$ cat src/rtl/shift_register_sipo.sv
// Serial-in parallel-out deserializer: LSB-first bits are framed into WIDTH-bit words.
// Each word is handed off through a one-entry valid/ready buffer; words that find the buffer full are dropped and flagged.
module shift_register_sipo #(
  parameter int WIDTH = 8,
  parameter bit COVER = 1'b0,
  localparam int CW = $clog2(WIDTH)
) (
  input  logic             clk_i,
  input  logic             rst_ni,
  input  logic             clear_i,
  input  logic             bit_i,
  input  logic             advance_i,
  output logic [WIDTH-1:0] value_o,
  output logic             valid_o,
  input  logic             ready_i,
  output logic             overflow_o,
  output logic [CW-1:0]    count_o
);

  logic [WIDTH-1:0] shift_q;
  logic [WIDTH-1:0] buf_q;
  logic [WIDTH-1:0] word;
  logic [CW-1:0]    count_q;
  logic             valid_q;
  logic             ovf_q;
  logic             last;
  logic             complete;
  logic             pop;

  assign word     = {bit_i, shift_q[WIDTH-1:1]};
  assign last     = (count_q == CW'(WIDTH-1));
  assign complete = advance_i && last;
  assign pop      = valid_q && ready_i;

  always_ff @(posedge clk_i or negedge rst_ni) begin
    if (!rst_ni) begin
      shift_q <= '0;
      buf_q   <= '0;
      count_q <= '0;
      valid_q <= 1'b0;
      ovf_q   <= 1'b0;
    end else if (clear_i) begin
      // The buffered word is invalidated; its bits are don't-care once valid drops.
      shift_q <= '0;
      count_q <= '0;
      valid_q <= 1'b0;
      ovf_q   <= 1'b0;
    end else begin
      if (advance_i) begin
        shift_q <= word;
        count_q <= last ? '0 : count_q + 1'b1;
      end
      if (complete) begin
        // A pop in the same cycle frees the slot, so the new word lands with no bubble.
        if (!valid_q || pop) begin
          buf_q   <= word;
          valid_q <= 1'b1;
        end else begin
          ovf_q <= 1'b1;
        end
      end else if (pop) begin
        valid_q <= 1'b0;
      end
    end
  end

  assign value_o    = buf_q;
  assign valid_o    = valid_q;
  assign overflow_o = ovf_q;
  assign count_o    = count_q;

  if (COVER) begin : g_formal
    a_count_range : assert property (@(posedge clk_i) disable iff (!rst_ni)
      int'(count_o) < WIDTH);
    a_hold : assert property (@(posedge clk_i) disable iff (!rst_ni)
      valid_o && !ready_i && !clear_i |=> valid_o && $stable(value_o));
    a_ovf_sticky : assert property (@(posedge clk_i) disable iff (!rst_ni)
      overflow_o && !clear_i |=> overflow_o);
    c_first : cover property (@(posedge clk_i) disable iff (!rst_ni)
      !valid_o && complete && !clear_i);
    c_b2b : cover property (@(posedge clk_i) disable iff (!rst_ni)
      complete && pop && !clear_i);
    c_ovf : cover property (@(posedge clk_i) disable iff (!rst_ni)
      complete && valid_o && !ready_i && !clear_i);
  end

endmodule

$ cat config.mk
export PLATFORM = sky130hd
export DESIGN_NAME = shift_register_sipo
export DESIGN_NICKNAME = d
export VERILOG_FILES = /design/src/rtl/shift_register_sipo.sv
export SDC_FILE = /design/constraint.sdc
export NUM_CORES = 1
export LEC_CHECK = 0
export ABC_AREA = 1
export ABC_CLOCK_PERIOD_IN_PS = 1400
export CAP_MARGIN = 20
export CORE_MARGIN = 5
export CORE_UTILIZATION = 45
export CTS_CLUSTER_DIAMETER = 150
export DETAILED_ROUTE_END_ITERATION = 10
export MAX_ROUTING_LAYER = met4
export PLACE_DENSITY = 0.83
export SKIP_LAST_GASP = 1
export SYNTH_ARGS = -nofsm -noshare
export SYNTH_HDL_FRONTEND = slang
export SYNTH_SLANG_ARGS = --single-unit
$ cat constraint.sdc
create_clock -name clk_i -period 1.4 [get_ports clk_i]
set_input_delay 0.28 -clock clk_i [delete_from_list [all_inputs] [get_ports clk_i]]
set_output_delay 0.28 -clock clk_i [all_outputs]
set_load 0.02 [all_outputs]
# Yosys cells after proc, flatten, opt, wreduce, memory -nomap -nowiden
# Cells that the tools add are included.
# W data, S select, Z words.
[op_classes]
add_sub_neg = 1
mul = 0
div = 0
n_lt_le_gt_ge = 0
eq_ne = 3
n_shift = 0
mux = 12
bitwise = 1
n_reduce_logical = 10
[op_table]
columns = ["operator", "count"]
rows = [
  ["$mux W8", 2],
  ["$mux W3", 3],
  ["$mux W1", 7],
  ["$reduce_and A2 Y1", 2],
  ["$reduce_bool A2 Y1", 2],
  ["$add A3 B1 Y3 const B", 1],
  ["$eq A3 B3 Y1 const B", 1],
  ["$ne A3 B2 Y1 const B", 1],
  ["$reduce_and A3 Y1", 1],
  ["$reduce_bool A3 Y1", 1],
  ["$logic_and A1 B1 Y1", 2],
  ["$ne A2 B2 Y1 const B", 1],
  ["$logic_not A1 Y1", 1],
  ["$logic_or A1 B1 Y1", 1],
  ["$not A1 Y1", 1],
]
[totals]
ff_bits = 21
latch_bits = 0
mem_bits_rw = 0
mem_bits_ro = 0
inputBits = 6
output_inout_bits = 13
elab_cells = 32
memories = 0

# Depth between registers and ports, before layout
# Gate-level depths: netlist (run 1).
[logic_depth]
ltp_word = 5
ltp_mapped = 7
mapped_depth_nobuf = 7

# Worst setup path before layout (run 1)
# Ideal clock, no wire load.
[synth_timing]
kind = "register to register"
start = "register count_q[0] (netlist: count_o[0])"
end = "register buf_q[0] (netlist: value_o[0])"
setup_time_ns = 0.117
t_arrival_ns = 1.217
slack_ns = 0.066
stages_incl_launch_ff = 8
path_buffers = 0
synth_period_minus_slack_ns = 1.334
cell_sequence = "dfrtp_1 -> ha_1 -> ha_1 -> nand2_2 -> nor2_8 -> nand2_4 -> nand2_1 -> nand2_1"
[synth_between]
elab_chain_len = 3
[synth_rtl]
columns = ["item", "line", "source"]
rows = [
  ["from (decl)", "23", "logic [CW-1:0] count_q;"],
  ["from (signal assigned)", "51", "count_q <= last ? '0 : count_q + 1'b1;"],
  ["$eq A3 B3 Y1", "31", "assign last = (count_q == CW'(WIDTH-1));"],
  ["$logic_and A1 B1 Y1", "32", "assign complete = advance_i && last;"],
  ["$reduce_and A3 Y1 (no source line)", "n/a", ""],
  ["to (signal assigned)", "56", "buf_q <= word;"],
  ["to (decl)", "21", "logic [WIDTH-1:0] buf_q;"],
]
# No other way between the ends.
# A chain may end at the register's enable or synchronous reset.

# Final worst setup path (run 1)
[layout_timing]
start = "register count_q[0] (netlist: count_o[0])"
end = "output port count_o[0]"
[layout_rtl]
columns = ["item", "line", "source"]
rows = [
  ["to (decl)", "17", "output logic [CW-1:0] count_o"],
]
# No word-level cell between the ends.

==> impl_metrics.env, run 1 <==
export IMPL_status="complete, no violations"
export IMPL_crit_arrival_ns=1.06
export IMPL_cp_top_family="flip-flops"
export IMPL_swShare_pct=23.9
export IMPL_cts_tree="built"
export IMPL_drt_total_wl_um=1660
export IMPL_seq_power_share_pct=61.9
export IMPL_fin_crit_sh_pct=96.0
export IMPL_netlist_instances=86
export IMPL_synth_avg_cell_area_um2=10.0
export IMPL_core_region_area_um2=1760
export IMPL_tightestPinTransition_ns=0.246
export IMPL_cts_root_buffer="clkbuf_4"
export IMPL_numCtsBuffers=3
export IMPL_path_class="reg -> out"
export IMPL_finClkSkew_ns=0.00224
export IMPL_synth_distinct_cells=15
export IMPL_synth_top_area_share_pct=58.2
export IMPL_hpwlAfterDp_um=1230
export IMPL_mostFrequentLayoutCell="nand2_1"
export IMPL_drv_cap=0
export IMPL_finalNonFillerCells=137
export IMPL_synth_area_um2=860
export IMPL_yosys_area_top_type="dfrtp_1"
export IMPL_comb_power_share_pct=10.0
export IMPL_io_pin_count=19
export IMPL_grt_pass1_wl_um=2750
export IMPL_final_cell_mix="21 x nand2_1, 20 x dfrtp_1, 12 x nand3_1, 12 x dlygate4sd2_1, 11 x inv_1"
export IMPL_drt_first_iter_violations=15
export IMPL_area_growth_pct=32.9
export IMPL_setup_violations=0
export IMPL_port_buffer_count=18
export IMPL_grt_pass1_vias=646
export IMPL_synth_seq_area_share_pct=58.2
export IMPL_antenna_cells=0
export IMPL_min_path_type="in -> async"
export IMPL_cts_setup_buffers=0
export IMPL_viasPerCell=4.88
export IMPL_cts_sinks=20
export IMPL_p_leak_nw=0.611
export IMPL_fin_util_pct=64.8
export IMPL_pwr_share_clk_pct=28.1
export IMPL_crit_slowest_cell="dfrtp_1"
export IMPL_drc=0
export IMPL_fp_dieW_um=53.7
export IMPL_p_per_area_nw_per_um2=839
export IMPL_path_buf_inv=1
export IMPL_initial_core_util_pct=48.7
export IMPL_grt_max_degree=21
export IMPL_relSlewSlack_pct=83.6
export IMPL_synth_nets=94
export IMPL_final_min_clock_period_ns=1.34
export IMPL_startpoint_type="register"
export IMPL_htreeDepth=1
export IMPL_synthTopCellsByArea="dfrtp_1 58%, nand2_1 9.2%, nand3_1 7.0%"
export IMPL_synth_warnings=0
export IMPL_dr_pass1_iters=4
export IMPL_worstSkewPairLatency_ns=0.30
export IMPL_finalHoldViolCount=0
export IMPL_dieArea_um2=2880
export IMPL_globalRouteOverflowTotal=0
export IMPL_clock_path_buffers=2
export IMPL_nets=122
export IMPL_clkTransAtPathRegs_ns=0.10
export IMPL_cp_required_ns=1.12
export IMPL_finalPower_mw=0.959
export IMPL_vias=668
export IMPL_antenna_found_initial=0
export IMPL_dp_cells=133
export IMPL_gp_congestion=0.795
export IMPL_p_int_mw=0.729
export IMPL_drtAntennaViolNets=0
export IMPL_design_area_um2=1140
export IMPL_max_stage_delay_ns=0.40
export IMPL_wl_per_cell_um=12.1
export IMPL_fmax_ghz=0.744
export IMPL_vdd_drop_max_mv=0.694
export IMPL_end_kind="output port"
export IMPL_grt_use_total_pct=13.7
export IMPL_grt_setup_unrepaired="yes"
export IMPL_cp_max_fo=4
export IMPL_power_switching_mw=0.230
export IMPL_die_h_um=53.7
export IMPL_post_dp_cell_area_um2=1110
export IMPL_slew_violations=0
export IMPL_synth_seq_cells=20
export IMPL_cp_cell_sequence="dlygate4sd2_1"
export IMPL_drive_above_1_share_pct=17.9
export IMPL_rows=15
[cell type report]
| class | count | area, um2 |
|---|---|---|
| flip-flops and latches | 20 | 500 |
| clock buffers | 3 | 22.5 |
| well taps | 25 | 31.3 |
| inverters | 11 | 41.3 |
| multi-input cells | 53 | 322 |
| repair buffers | 25 | 225 |
| fillers | 144 | 622 |
[flip-flops by register name, summed over array words and instances (netlist names)]
signal      count
value_o         8
shift_q         7
count_o         3
overflow_o      1
valid_o         1
[power groups by stage]
stage | combinational (mW) | sequential [mW] | clock [mW]
3_5_place_dp | 0.0981 | 0.605 | 0
3_3_place_gp | 0.0950 | 0.604 | 0
2_1_floorplan | 0.0348 | 0.611 | 0
6_report | 0.0959 | 0.594 | 0.269
4_1_cts | 0.0944 | 0.593 | 0.278
5_1_grt | 0.106 | 0.596 | 0.303
[synthesized netlist by cell type, drive strengths merged]
cell and number:
o22ai 6, buf 3, ha 2, o21ai 6, nand3 12, or2 1, nor2 2, nand2 23
dfrtp 20, inv 11
[worst reg2reg max path, cell delays in order, from the launching register on]
cell	delay [ns]
dfrtp_1	0.40
ha_2	0.21
ha_4	0.15
nand2_4	0.08
nor2_8	0.16
nand2_4	0.09
nand2_1	0.08
nand2_1	0.05
[per-stage QoR]
| step | TNS [ns] | hold slack (ns) | setup slack, ns |
|---|---|---|---|
| floorplan | 0 | -0.0156 | 0.0658 |
| global placement | 0 | 0.460 | 0.00568 |
| detailed placement | -0.158 | 0.459 | -0.0318 |
| CTS | 0 | 0.297 | 0.0490 |
| global route | -0.0179 | 0.299 | -0.0119 |
| finish | 0 | 0.292 | 0.0560 |
[what timing repair did]
action / 4_1_cts / 5_1_grt
cloned: 0 / 1
hold buffers: 0 / 0
hold endpoints to repair: 0 / 0
pin swaps: 0 / 1
setup endpoints to repair: 13 / 8
gates resized for setup: 13 / 6
[kinds of logic (layout without fill, tap and decap cells)]
family	after synthesis	in the layout	share of synthesized area, %
AND/OR/NAND/NOR	38	39	21.7
buffers and inverters	14	39	8.01
flip-flops	20	20	58.2
adder cells (fa/ha/maj)	2	2	2.91
AO/OA/AOI/OAI	12	12	9.17
[path summary, 6_finish.rpt]
check                                 from    endpoint  slack (ns)  depth (start not counted)
worst min register to register  value_o[7]  value_o[7]        0.48                          2
max in group asynchronous           rst_ni  value_o[7]        0.91                          2
worst min-delay path                rst_ni  count_o[1]        0.29                          2
worst max register to register  count_o[0]  value_o[2]        0.10                          7
min in group clk_i              value_o[7]  value_o[7]        0.48                          2
worst max-delay path            count_o[0]  count_o[0]        0.06                          1
[per-layer routing]
layer | part of all wire, % | vias up | GRT usage (%)
li1 | - | 335 | -
met1 | 40 | 312 | 16.1
met2 | 53 | 19 | 22.6
met3 | 4.9 | 2 | 2.49
met4 | 1.8 | 0 | 6.38
met5 | 0 | - | -
Note: power is estimated with default switching activity, not from simulation.
==> inputs of run 2 (changes only) <==
ABC_CLOCK_PERIOD_IN_PS = 1100   (was 1400)
CORE_UTILIZATION = 43   (was 45)
MAX_ROUTING_LAYER = default   (was met4)
SLEW_MARGIN = 15   (was default)
clock period = 1.1 ns   (was 1.4 ns; I/O delays follow)
==> run 2 against run 1 <==
  * The run now ends with setup timing left
  * Count of clock-buffer cells in the layout increased by 1
  * Die area increased by 3.8%
  * Register-to-register slack got worse by 0.26 ns
  * Worst setup slack got worse by 0.22 ns
  * Final cell count increased by 14%
  * Clock skew about the same
  * Via count increased by 10%
  * Critical path type is now reg -> reg
  * Largest cell class unchanged
  * Highest routed layer unchanged
==> impl_metrics.env, run 2 (synthesis gave the netlist of run 1 again) <==
export IMPL_crit_arrival_ns=1.45
export IMPL_setup_slack_ns=-0.160
export IMPL_cp_max_fo=5
export IMPL_dr_pass1_iters=4
export IMPL_finClkSkew_ns=0.00264
export IMPL_wl_per_cell_um=11.9
export IMPL_fp_dieW_um=54.7
export IMPL_tightestPinTransition_ns=0.362
export IMPL_finalNonFillerCells=156
export IMPL_core_region_area_um2=1940
export IMPL_io_pin_count=19
export IMPL_vdd_drop_max_mv=0.744
export IMPL_hpwlAfterDp_um=1310
export IMPL_finalHoldViolCount=0
export IMPL_cp_common_cell="ha_4"
export IMPL_path_buf_inv=1
export IMPL_cts_root_buffer="clkbuf_4"
export IMPL_grt_setup_unrepaired="yes"
export IMPL_grt_pass1_vias=713
export IMPL_die_h_um=54.7
export IMPL_cp_top_family="flip-flops"
export IMPL_nFillCells=161
export IMPL_max_stage_delay_ns=0.44
export IMPL_vias=736
export IMPL_worstSkewPairLatency_ns=0.28
export IMPL_port_buffer_count=18
export IMPL_nets=138
export IMPL_clock_path_buffers=2
export IMPL_post_dp_cell_area_um2=1220
export IMPL_fin_crit_sh_pct=115
export IMPL_cts_tree="built"
export IMPL_status="finished with violations"
export IMPL_gp_congestion=0.757
export IMPL_crit_slowest_cell="dfrtp_2"
export IMPL_dp_cells=145
export IMPL_design_area_um2=1290
export IMPL_setup_violations=21
export IMPL_cts_sinks=20
export IMPL_antenna_found_initial=0
export IMPL_p_leak_nw=0.670
export IMPL_grt_max_degree=21
export IMPL_rows=16
export IMPL_multi_input_area_um2=353
export IMPL_failed_checks="setup timing"
export IMPL_drt_total_wl_um=1850
export IMPL_min_path_type="in -> async"
export IMPL_holdBufCountCts=0
export IMPL_initial_core_util_pct=44.3
export IMPL_end_kind="register"
export IMPL_htreeDepth=1
export IMPL_slew_violations=0
export IMPL_drive_above_1_share_pct=42.6
export IMPL_viasPerCell=4.72
export IMPL_relSlewSlack_pct=75.9
export IMPL_fmax_ghz=0.794
export IMPL_cp_cell_sequence="ha_4 -> ha_4 -> nand2_8 -> nor2_8 -> buf_4 -> nand3_1 -> nand2_1"
export IMPL_globalRouteOverflowTotal=0
export IMPL_antenna_cells=0
export IMPL_grt_use_total_pct=14.6
export IMPL_startpoint_type="register"
export IMPL_drc=0
export IMPL_p_per_area_nw_per_um2=1020
export IMPL_area_growth_pct=50.7
export IMPL_final_min_clock_period_ns=1.26
export IMPL_drv_cap=0
export IMPL_drt_first_iter_violations=15
export IMPL_dieArea_um2=2990
export IMPL_final_cell_mix="23 x buf_4, 19 x nand2_1, 18 x dfrtp_1"
export IMPL_numCtsBuffers=3
export IMPL_seqCellArea_um2=503
export IMPL_path_class="reg -> reg"
export IMPL_largest_register_ffs=8
export IMPL_grt_pass1_wl_um=3120
export IMPL_clkTransAtPathRegs_ns=0.11
export IMPL_mostFrequentLayoutCell="buf_4"
export IMPL_cp_required_ns=1.29
export IMPL_drtAntennaViolNets=0
[run 2: power by group]
| part | total (mW) | switching (mW) | internal [mW] |
|---|---|---|---|
| Sequential | 0.757 | 0.00959 | 0.747 |
| Combinational | 0.159 | 0.0807 | 0.0783 |
| Clock | 0.404 | 0.203 | 0.201 |
[run 2: cell type report]
class	instances	share of cell area, %
Multi-Input combinational cell	53	27.2
Tap cell	27	2.61
Timing Repair Buffer	41	25.3
Sequential cell	20	38.8
Inverter	11	3.19
Clock buffer	4	2.80
[run 2: worst paths after layout]
path / start / end / slack [ns] / depth (start not counted)
min in group clk_i: overflow_o / overflow_o / 0.50 / 2
hold / removal: rst_ni / value_o[1] / 0.27 / 2
setup / recovery: count_o[0] / value_o[0] / -0.16 / 7
setup reg to reg: count_o[0] / value_o[0] / -0.16 / 7
hold reg to reg: overflow_o / overflow_o / 0.50 / 2
max in group asynchronous: rst_ni / count_o[0] / 0.70 / 2
[run 2: repair_timing]
item,in CTS,in global routing
gates cloned,1,0
pin swaps,1,3
resized for setup,53,15
buffers inserted,1,5
setup endpoints to repair,29,25
[run 2: routing by layer]
metal | up-vias | global-route usage, % | part of all wire, %
met2 | 11 | 25.6 | 54
met4 | 0 | 4.98 | 0.65
met5 | - | 0 | 0
li1 | 370 | - | -
met1 | 353 | 17.5 | 42
met3 | 2 | 3.00 | 3.5
[run 2: worst reg2reg max path: stages, from the launching register on]
cell and delay, ns:
dfrtp_2 0.44, ha_4 0.17, ha_4 0.17, nand2_8 0.09
nor2_8 0.06, buf_4 0.13, nand3_1 0.06, nand2_1 0.05
[run 2: per-stage QoR]
stage                     total power, mW  setup slack [ns]  hold slack, ns  setup TNS, ns  util [%]
after detailed placement            0.915            -0.360           0.470          -6.95      62.8
after CTS                            1.32            -0.150           0.264          -1.62      62.9
after global routing                 1.38            -0.228           0.263          -3.76      66.7
after global placement              0.908            -0.306           0.464          -6.09      62.8
final                                1.32            -0.160           0.266          -2.36      66.7
after floorplan                     0.829            -0.134         -0.0756          -1.07         -
==> RTL change 1: new RTL, config.mk and constraints of run 1 <==
Make the reset (`rst_ni`) synchronous in one clocked block.
--- a/src/rtl/shift_register_sipo.sv
+++ b/src/rtl/shift_register_sipo.sv
@@ -33,5 +33,5 @@
   assign pop      = valid_q && ready_i;
 
-  always_ff @(posedge clk_i or negedge rst_ni) begin
+  always_ff @(posedge clk_i) begin
     if (!rst_ni) begin
       shift_q <= '0;
Function: differs if rst_ni is asserted again (counterexample within 4 cycles, from zero or initial values and one cycle with rst_ni low); with rst_ni held inactive, the same outputs for 10 cycles.
==> RTL change 1 against run 1 <==
Synthesized area fell by 4.5%. Non-clock buffer count down 2. Sequential power fell by 2%. Clock power is 26% higher. Final area is 4.4% lower. Clock skew rose by 4.5 ps. Count of clock-buffer cells in the layout increased by 1. Sequential cell count did not move. Routed wire length up 6.6%. Register-to-register slack worse by 20 ps. Power increased by 3.7%. Setup slack worse by 26 ps. Critical endpoint is now count_o[2]. Largest cell class unchanged. Largest power group unchanged.
==> RTL change 1: results (changes against run 1) <==
Outcome
  • Status: finished clean

Logic synthesis
  • Post-synthesis compound-gate area fraction: 15.9% (+6.7 points)
  • Synthesized Nets: 112 (+19%)
  • Ranking of synthesized cells by area: dfxtp_1 49%, a21oi_1 12%, nand2_1 6.4%, inv_1 5.9%, nand3_1 5.5%
  • Async SR Flop Fraction: 0% (-100 points)
  • Synth Area in Adders: 3.05% (+0.14 points)
  • Synth top cells by count: 20 x dfxtp_1, 19 x a21oi_1, 14 x nand2_1

Setup path
  • CP endpoint: count_o[2]
  • FF-to-FF End: value_o[5]$_SDFFE_PN0P_
  • Crit path max fanout: 3 (-1)
  • Slowest CP cell: dfxtp_1
  • Critical Path AT: 1090 ps (+30 ps)
  • Worst R2R Path Depth: 8 (+1)
  • RR Startpoint: count_o[0]$_SDFFE_PP0P_
  • Critical path launch point: count_o[2]$_SDFFE_PP0P_

STA
  • Post-route minimum period: 1370 ps (+25.6 ps)
  • Worst Skew: 6.70 ps (+4.45 ps)
  • Worst Tran Pin Value: 220 ps (-26.3 ps)

Layout
  • Nets: 135 (+11%)
  • Commonest non-fill, non-tap cell in the layout: a21oi_1
  • Fill cell count: 165 (+15%)
  • Layout cells sized above 1: 12.7% (-5.2 points)

Global routing
  • First-pass GRT wire length: 2.86 mm (+4.0%)
  • Vias in the first global route: 663 (+2.6%)
  • Pin count of the biggest net entering global routing: 19 (-9.5%)

Min path
  • Worst hold-check path type: register to register

Placement
  • Dpl ws: -57.1 ps (-25.3 ps)
  • Detailed Place HPWL: 1.30 mm (+6.0%)
  • Placer Congestion: 0.772 (-2.8%)

Pwr
  • Internal power: 0.000768 W (+5.3%)
  • Peak supply drop: 0.617 mV (-11%)

Detailed routing
  • DR iter-0 viols: 11 (-4)
  • Routed wire length: 1.77 mm (+6.6%)
## RTL change 1: metrics by stage
stage               cell area (um^2)  cells  hold slack (ps)  setup TNS (ps)  total power [W]
floorplan                        823    104              432               0         0.000638
global placement                1060    147              455           -20.2         0.000663
detailed placement              1060    147              466            -202         0.000667
CTS                             1080    151              484               0         0.000993
global route                    1090    151              526           -23.8          0.00103
finish                          1090    151              480               0         0.000994
## RTL change 1: cell type report
| type | count | area share [%] |
|---|---|---|
| inverter | 13 | 4.47 |
| sequential | 20 | 36.9 |
| multi-input combinational | 66 | 31.7 |
| timing repair buffer | 23 | 20.7 |
| clock buffer | 4 | 3.32 |
| tap | 25 | 2.86 |
## RTL change 1: per-layer routing
metal	share of wire, %	up-vias	GRT usage, %
met5	0	-	-
met4	2.0	0	6.38
met3	5.9	5	2.56
met2	49	25	21.3
met1	43	317	18.3
li1	-	377	-
==> RTL change 2: new RTL, config.mk and constraints of run 1 <==
Without the edit above. Change the parameter `WIDTH` from 8 to 16.
--- a/src/rtl/shift_register_sipo.sv
+++ b/src/rtl/shift_register_sipo.sv
@@ -2,5 +2,5 @@
 // Each word is handed off through a one-entry valid/ready buffer; words that find the buffer full are dropped and flagged.
 module shift_register_sipo #(
-  parameter int WIDTH = 8,
+  parameter int WIDTH = 16,
   parameter bit COVER = 1'b0,
   localparam int CW = $clog2(WIDTH)
Interface: changed (resized count_o and value_o); port bits go from 19 to 28. The function was not compared with the original's and may differ.
==> RTL change 2 against run 1 <==
Maximum frequency decreased by 1.0%. Final area up 84%. Routed wire length up 74%. Synthesized area up 85%. First-iteration DRC count increased to 5.9 times the old value. Setup slack got worse by 14 ps. Critical path depth stayed put. Power up 110%. Combinational power up 52%. Sequential cell count is 17 higher. Clock power grew to 2.8 times the old value. Largest cell class unchanged. Highest routed layer unchanged.
==> RTL change 2: results (changes against run 1) <==
Outcome
  • Status: finished clean

Pwr
  • Peak supply drop: 0.598 mV (-14%)
  • Leakage: 1.09 nW (+78%)
  • P_sw: 0.000426 W (+86%)
  • P per Cell Area: 951 nW/um^2 (+13%)
  • Reg power frac: 54.5% (-7.4 points)
  • Comb pwr: 0.000146 W (+52%)

Setup path
  • Worst R2R Setup Slack: 120 ps (+20 ps)
  • Slowest CP cell: dfrtp_2
  • FF-to-FF End: value_o[9]$_DFFE_PN0P_
  • Peak per-stage delay on the critical path: 450 ps (+50 ps)
  • Delay-heaviest family, CP: flip-flops
  • Worst R2R Path Depth: 6 (-1)

Layout
  • Nets: 205 (+68%)
  • #MultiIn Comb: 95 (+79%)
  • Non-clk buf share: 19.0% (-0.74 points)
  • Layout cells sized above 1: 20.6% (+2.7 points)
  • Multi-input gate share of the layout cell area: 26.4% (-1.8 points)
  • Inverter count: 20 (+9)
  • Fill cell count: 281 (+95%)
  • Clock Buffer Count: 7 (+4)
  • Non-Clock Buffer Count: 39 (+56%)
  • Max reg flops: 16 (+8)
  • ClkCell Share: 4.06% (+2.1 points)
  • FFs & Latches: 37 (+85%)
  • Sequential cell area: 928 um^2 (+85%)

STA
  • Worst Skew: 6.23 ps (+3.99 ps)
  • Rel. slew slack: 79.0% (-4.6 points)
  • Fin crit share: 97.0% (+0.98 points)

Global routing
  • Met3 usage: 3.04% (+0.55 points)
  • Pin count of the biggest net entering global routing: 38 (+81%)
  • Met1 usage in global routing: 15.8% (-0.30 points)
  • First-pass GRT wire length: 5.22 mm (+90%)
  • GR Util All Layers: 13.4% (-0.27 points)
  • Initial antenna violation count: 0 (unchanged)
  • Vias in the first global route: 1193 (+85%)

Detailed routing
  • Routed wire length: 2.90 mm (+74%)
  • Via-to-Cell Ratio: 4.78 (-2.1%)
  • Post-Route M1 WL: 1.27 mm (+90%)
  • Wire length on met2: 1.46 mm (+66%)
  • DR iter-0 viols: 89 (+74)
  • Met3 WL: 121 um (+48%)

Logic synthesis
  • Yosys warns: 0 (unchanged)
  • Yosys cell types: 22 (+7)
  • Sequential area share after synthesis: 58.2% (about the same)
  • Synth top cells by count: 43 x nand2_1, 37 x dfrtp_1, 20 x nand3_1
  • Synthesized Nets: 164 (+74%)
  • Synth Area in Adders: 0.787% (-2.1 points)
  • Post-synthesis compound-gate area fraction: 11.5% (+2.3 points)
  • Ranking of synthesized cells by area: dfrtp_1 58%, nand2_1 10%, o22ai_2 7.9%, nand3_1 6.3%, inv_1 4.0%

Placement
  • Detailed Place HPWL: 2.12 mm (+72%)
  • DP Area: 2040 um^2 (+84%)
  • IO buf count: 27 (+9)
  • Dpl ws: -80.6 ps (-48.8 ps)
  • Placer Congestion: 0.788 (-0.86%)

Clock network
  • H-tree depth: 2 (+1)
  • Number of buffers created by CTS: 5 (+2)
  • Buffer count from post-CTS setup fixing: 0 (unchanged)
  • Clk Latency, worst-skew pair: 330 ps (+30 ps)
  • Post-CTS resize count: 22 (+9)
[RTL change 2: cell types whose count changed after synthesis, sizes merged, moves of 2 or more]
cell / before / now
nand2: 23 / 44
o22ai: 6 / 11
nor2: 2 / 8
a21oi: 0 / 2
buf: 3 / 5
dfrtp: 20 / 37
nand3: 12 / 21
inv: 11 / 20
[RTL change 2: through the flow]
| stage | std cells | setup TNS (ps) | hold slack [ps] | util, % | total power (W) |
|---|---|---|---|---|---|
| floorplan | 157 | 0 | -15.6 | - | 0.00117 |
| global route | 245 | -1.19 | 303 | 61.9 | 0.00208 |
| detailed placement | 237 | -1870 | 458 | 60.1 | 0.00126 |
| finish | 245 | 0 | 304 | 61.9 | 0.00199 |
| global placement | 237 | -1050 | 452 | 60.1 | 0.00126 |
| CTS | 245 | -5.79 | 308 | 61.8 | 0.00201 |
